===== config.mk =====
export PLATFORM = sky130hd
export DESIGN_NAME = mem_access_unit
export DESIGN_NICKNAME = d
export VERILOG_FILES = /design/src/rtl/mem_pkg.sv /design/src/rtl/mem_access_unit_store_align.sv /design/src/rtl/mem_access_unit.sv
export SDC_FILE = /design/constraint.sdc
export NUM_CORES = 1
export LEC_CHECK = 0
export ABC_AREA = 1
export CAP_MARGIN = 20
export CELL_PAD_IN_SITES_DETAIL_PLACEMENT = 2
export CELL_PAD_IN_SITES_GLOBAL_PLACEMENT = 2
export CORE_UTILIZATION = 22
export DETAILED_ROUTE_END_ITERATION = 8
export PLACE_DENSITY_LB_ADDON = 0.1
export SLEW_MARGIN = 20
export SYNTH_ARGS = -nofsm -noshare
export SYNTH_HDL_FRONTEND = slang
export SYNTH_SLANG_ARGS = --single-unit

===== constraint.sdc =====
create_clock -name clk -period 1.4 [get_ports clk]
set_input_delay 0.21 -clock clk [delete_from_list [all_inputs] [get_ports clk]]
set_output_delay 0.21 -clock clk [all_outputs]
set_load 0.02 [all_outputs]

===== src/rtl/mem_pkg.sv =====
// Shared constants for the memory-stage access path: Funct3 size codes,
// FSM state encoding and store byte-enable base patterns.
package mem_pkg;

  localparam logic [2:0] F3_B  = 3'b000;
  localparam logic [2:0] F3_H  = 3'b001;
  localparam logic [2:0] F3_W  = 3'b010;
  localparam logic [2:0] F3_BU = 3'b100;
  localparam logic [2:0] F3_HU = 3'b101;

  typedef enum logic [1:0] {
    ST_IDLE = 2'd0,
    ST_WAIT = 2'd1,
    ST_RESP = 2'd2
  } state_t;

  localparam logic [3:0] BE_BYTE = 4'b0001;
  localparam logic [3:0] BE_HALF = 4'b0011;
  localparam logic [3:0] BE_WORD = 4'b1111;

endpackage


===== src/rtl/mem_access_unit_store_align.sv =====
// Store lane steering: byte enables, lane-shifted write data and the
// misalignment flag for a given size code and byte offset.
module store_align
  import mem_pkg::*;
(
  input  logic [2:0]  funct3,
  input  logic [1:0]  off,
  input  logic [31:0] wdata,
  output logic [3:0]  byte_en,
  output logic [31:0] lane_data,
  output logic        misaligned
);

  always_comb begin
    byte_en    = BE_WORD;
    lane_data  = wdata;
    misaligned = 1'b0;
    // Only the low two bits select size; reserved codes fall through as word.
    unique case (funct3[1:0])
      2'b00: begin
        byte_en   = BE_BYTE << off;
        lane_data = {4{wdata[7:0]}};
      end
      2'b01: begin
        byte_en    = BE_HALF << off;
        lane_data  = {16'h0000, wdata[15:0]} << {off, 3'b000};
        misaligned = (off == 2'b11);
      end
      default: begin
        misaligned = (off != 2'b00);
      end
    endcase
  end

endmodule


===== src/rtl/mem_access_unit.sv =====
// Memory-stage access controller: issues word-aligned req/ack bus accesses,
// stalls the pipeline while outstanding and captures load data for extension.
module mem_access_unit
  import mem_pkg::*;
#(
  parameter int TIMEOUT_CYCLES = 256,
  parameter int CNT_W          = 9
) (
  input  logic        clk,
  input  logic        rst_n,
  input  logic        MemRead,
  input  logic        MemWrite,
  input  logic [31:0] Addr,
  input  logic [31:0] WriteData,
  input  logic [2:0]  Funct3,
  output logic        BusReq,
  output logic        BusWe,
  output logic [31:0] BusAddr,
  output logic [31:0] BusWData,
  output logic [3:0]  BusByteEn,
  input  logic        BusAck,
  input  logic [31:0] BusRData,
  output logic [31:0] LoadWord,
  output logic [1:0]  ReadControl,
  output logic [2:0]  DexControl,
  output logic        LoadValid,
  output logic        Stall,
  output logic        MisalignErr,
  output logic        BusErr
);

  localparam logic [CNT_W-1:0] CNT_LAST = CNT_W'(TIMEOUT_CYCLES - 1);

  state_t           state;
  logic [CNT_W-1:0] cnt;
  logic [2:0]       f3_q;
  logic [1:0]       off_q;
  logic             start;
  logic             misaligned;
  logic [3:0]       st_be;
  logic [31:0]      st_data;

  store_align u_align (
    .funct3     (Funct3),
    .off        (Addr[1:0]),
    .wdata      (WriteData),
    .byte_en    (st_be),
    .lane_data  (st_data),
    .misaligned (misaligned)
  );

  assign start     = (MemRead | MemWrite) && (state == ST_IDLE);
  assign BusReq    = (state == ST_WAIT);
  assign LoadValid = (state == ST_RESP) && !BusWe;
  assign Stall     = (state == ST_WAIT) || (start && !misaligned);

  always_ff @(posedge clk or negedge rst_n) begin
    if (!rst_n) begin
      state       <= ST_IDLE;
      cnt         <= '0;
      f3_q        <= '0;
      off_q       <= '0;
      BusWe       <= 1'b0;
      BusAddr     <= '0;
      BusWData    <= '0;
      BusByteEn   <= '0;
      LoadWord    <= '0;
      ReadControl <= '0;
      DexControl  <= '0;
      MisalignErr <= 1'b0;
      BusErr      <= 1'b0;
    end else begin
      MisalignErr <= 1'b0;
      BusErr      <= 1'b0;
      unique case (state)
        ST_IDLE: begin
          if (start) begin
            if (misaligned) begin
              MisalignErr <= 1'b1;
            end else begin
              // A simultaneous read+write request is serviced as a read.
              BusWe     <= MemWrite & ~MemRead;
              BusAddr   <= {Addr[31:2], 2'b00};
              BusWData  <= MemRead ? '0 : st_data;
              BusByteEn <= MemRead ? '0 : st_be;
              f3_q      <= Funct3;
              off_q     <= Addr[1:0];
              cnt       <= '0;
              state     <= ST_WAIT;
            end
          end
        end
        ST_WAIT: begin
          if (BusAck) begin
            if (!BusWe) begin
              LoadWord    <= BusRData;
              ReadControl <= off_q;
              DexControl  <= f3_q;
            end
            cnt   <= '0;
            state <= ST_RESP;
          end else if (cnt == CNT_LAST) begin
            cnt    <= '0;
            BusErr <= 1'b1;
            state  <= ST_IDLE;
          end else begin
            cnt <= cnt + 1'b1;
          end
        end
        ST_RESP: state <= ST_IDLE;
        default: state <= ST_IDLE;
      endcase
    end
  end

endmodule


==> results.py <==
metrics = {
    "detailed_routing": {
        "wl_microns": 25440,
        "drc": 0,
        "first_iter_violations": 204,
        "avgRoutedWirePerCell_microns": 19.36,
        "dr.pass1.iters": 4,
        "drtAntennaViolNets": 0,
        "via_per_inst": 4.524,
        "via_count": 5945,
    },
    "layout": {
        "fin_area_sq_um": 9936,
        "fillCellCount": 2679,
        "syn_to_final_growth_pct": 80.27,
        "stdcell_count": 1314,
        "final_core_util_pct": 40.62,
        "layout-drive-gt1-share_pct": 23.96,
        "nets": 1082,
    },
    "timing": {
        "maxSlewViolCount": 0,
        "finalSetupTns_ns": -8.581,
        "hold_viol": 0,
        "rsz0062_at_grt": "yes",
        "period_share_pct": 116.5,
        "period_minus_slack_ns": 1.630,
        "finClkSkew_ns": 0.008797,
        "holdWs_ns": 0.2856,
        "fmax_ghz": 0.6133,
        "finalWorstSetupSlack_ns": -0.2305,
        "setup_viol": 89,
    },
    "power": {
        "power_switching_share_pct": 40.24,
        "cellPowerDensity_nw_per_um2": 1902,
        "p_switching_mw": 7.604,
        "clockPowerShare_pct": 24.6,
        "leakage_nw": 5.072,
        "seqPwrFrac_pct": 30.7,
        "intPower_mw": 11.29,
        "power_mw": 18.90,
        "combPwrFrac_pct": 44.7,
        "irDropWorstVdd_mv": 0.7818,
    },
    "placement": {
        "place.port_buffers": 212,
        "preCtsSetupSlack_ns": -0.8532,
        "routabilityCongestion": 0.7866,
        "dpl.hpwl_microns": 16150,
        "postPlaceCellArea_sq_um": 8270,
        "dp_cells": 1243,
    },
    "clock_tree": {
        "cts_tree": "built",
        "numClockSinks": 122,
        "clk_pin_slew_ns": 0.06,
        "clock_latency_ns": 0.42,
        "cts_buffers": 17,
        "cts_root_buffer": "clkbuf_16",
        "clock_path_buffers": 2,
        "h-tree-depth": 4,
    },
    "outcome": {
        "status": "finished, violations left",
        "violations": "setup timing",
    },
    "critical_path": {
        "startpoint_type": "flip-flop",
        "arrival_ns": 1.93,
        "worst_setup_path_end_kind": "flip-flop",
        "required_ns": 1.70,
        "path_max_fanout": 5,
        "critical_path_class": "reg -> reg",
    },
    "floorplan": {
        "rows": 57,
        "initial_utilization_pct": 22.53,
        "num_io_pins": 215,
        "dieArea_sq_um": 25690,
        "die-width_microns": 160.3,
        "die_h_microns": 160.3,
        "core_area_sq_um": 24460,
    },
    "global_routing": {
        "grt_pass1_wl_microns": 39200,
        "antenna_found_initial": 1,
        "grt_max_degree": 37,
        "grt_pass1_vias": 6772,
        "gr-total-overflow": 0,
        "grt_usage_pct": 19.92,
    },
    "synth": {
        "synth-xor-area-share_pct": 0.4767,
        "synth_top_family_by_area": "simple AND/OR/NAND/NOR gates",
        "synthCells": 690,
        "synth_edf_count": 0,
        "async_flop_share_pct": 100.0,
        "ys_warn_count": 0,
        "synthSimpleGateAreaFrac_pct": 33.51,
        "synth_compound_area_share_pct": 4.154,
        "yosys_most_used_dff": "dfrtp_1",
        "synth_top_area_cell": "dfrtp_1",
        "syn_area_sq_um": 5512,
        "netlist_top_cells_count": "369 x nand2_1, 122 x dfrtp_1, 57 x nand3_1",
        "synthAdderAreaFrac_pct": 0.2270,
        "synth.area.mux_share_pct": 0.1816,
        "synth_cell_types": 25,
        "synth_top_area_share_pct": 55.39,
        "synth-seq-cells": 122,
        "synth.most_common_cell": "nand2_1",
        "synth-seq-area-share_pct": 55.39,
        "synth.area.top_cells": "dfrtp_1 55%, nand2_1 25%, nand3_1 5.2%",
        "avgSynthCellArea_sq_um": 7.988,
    },
    "run": {
        "max-cap-violations": 0,
    },
    "min_path": {
        "min_path_type": "in -> async",
    },
}
-- cell usage in the layout (no fill, tap or decap), types with 9 or more instances in the layout --
cell             instances
buf_4                   42
nand2_4                 21
dfrtp_1                122
clkbuf_16               23
nand4_1                 10
nand3_2                 21
buf_16                   9
buf_12                  10
nand3_1                 36
inv_1                   24
nand2_1                308
buf_6                   20
dlygate4sd2_1           80
clkdlybuf4s15_1         20
clkdlybuf4s50_1        100
nand2_2                 40
o21ai_0                 20
-- state kept, by name, summed over array words and instances, names as in the netlist --
signal,cells
BusWe,1
state,2
BusAddr,30
off_q,2
BusByteEn,4
MisalignErr,1
DexControl,3
BusWData,32
f3_q,3
cnt,9
ReadControl,2
LoadWord,32
BusErr,1
-- critical path: stages (launching register included) --
cell     delay (ns)
dfrtp_1        0.37
inv_2          0.07
buf_6          0.11
nand2_4        0.04
buf_6          0.11
buf_6          0.11
nor2_4         0.18
nand2_8        0.09
buf_12         0.16
buf_16         0.15
nand2_2        0.06
nand2_1        0.06
-- per-layer routing --
metal / track usage (%) / wire [microns] / vias to the layer above
li1: - / - / 2751
met1: 23.75 / 10690 / 3010
met2: 35.87 / 13240 / 158
met3: 4.312 / 1085 / 26
met4: 5.411 / 434 / 0
met5: 0 / 0 / -
-- power groups by stage --
stage | Clock, mW | Sequential (mW) | Combinational [mW]
3_3_place_gp | 0 | 5.68 | 7.45
2_1_floorplan | 0 | 7.18 | 1.97
3_5_place_dp | 0 | 5.75 | 7.65
6_report | 4.65 | 5.80 | 8.45
4_1_cts | 4.76 | 5.70 | 7.86
5_1_grt | 4.92 | 6.00 | 9.09
-- what timing repair did --
action / CTS / global route
buffers inserted: 16 / 7
endpoints found under the hold margin: 33 / 0
pin swaps: 17 / 32
gates resized for setup: 216 / 132
hold buffers: 1 / 0
cloned: 12 / 8
setup endpoints to repair: 226 / 139
-- cells by family (layout without fill, tap and decap cells) --
group                      count (synthesis)  count (layout)
xor gates and xnor gates                   3               3
other                                      1               3
adders and majority gates                  1               1
AOI/OAI and AO/OA                         41              41
muxes                                      1               1
DFF                                      122             122
and+or+nand+nor                          456             458
buffers and inverters                     65             361
-- worst paths after layout --
kind / start / to / slack (ns) / cells after the start
worst max-delay path: state[1] / LoadWord[19] / -0.23 / 11
worst min-delay path: rst_n / LoadWord[15] / 0.29 / 2
worst max register to register: state[1] / LoadWord[19] / -0.23 / 11
worst min register to register: LoadWord[22] / LoadWord[22] / 0.48 / 2
max in group asynchronous: rst_n / LoadWord[3] / 0.57 / 3
min in group clk: Addr[24] / BusAddr[24] / 0.33 / 3
-- layout make-up --
| class | count | area (sq um) | share of cell area [%] |
|---|---|---|---|
| timing repair buffer | 299 | 3136 | 31.56 |
| sequential | 122 | 3053 | 30.73 |
| multi-input combinational | 506 | 2603 | 26.19 |
| clock buffer | 18 | 439.2 | 4.420 |
| tap | 324 | 405.4 | 4.080 |
| clock inverter | 13 | 165.2 | 1.662 |
| inverter | 31 | 132.6 | 1.335 |
| antenna | 1 | 2.502 | 0.02519 |
No activity file was read; power rests on OpenSTA's default activity.
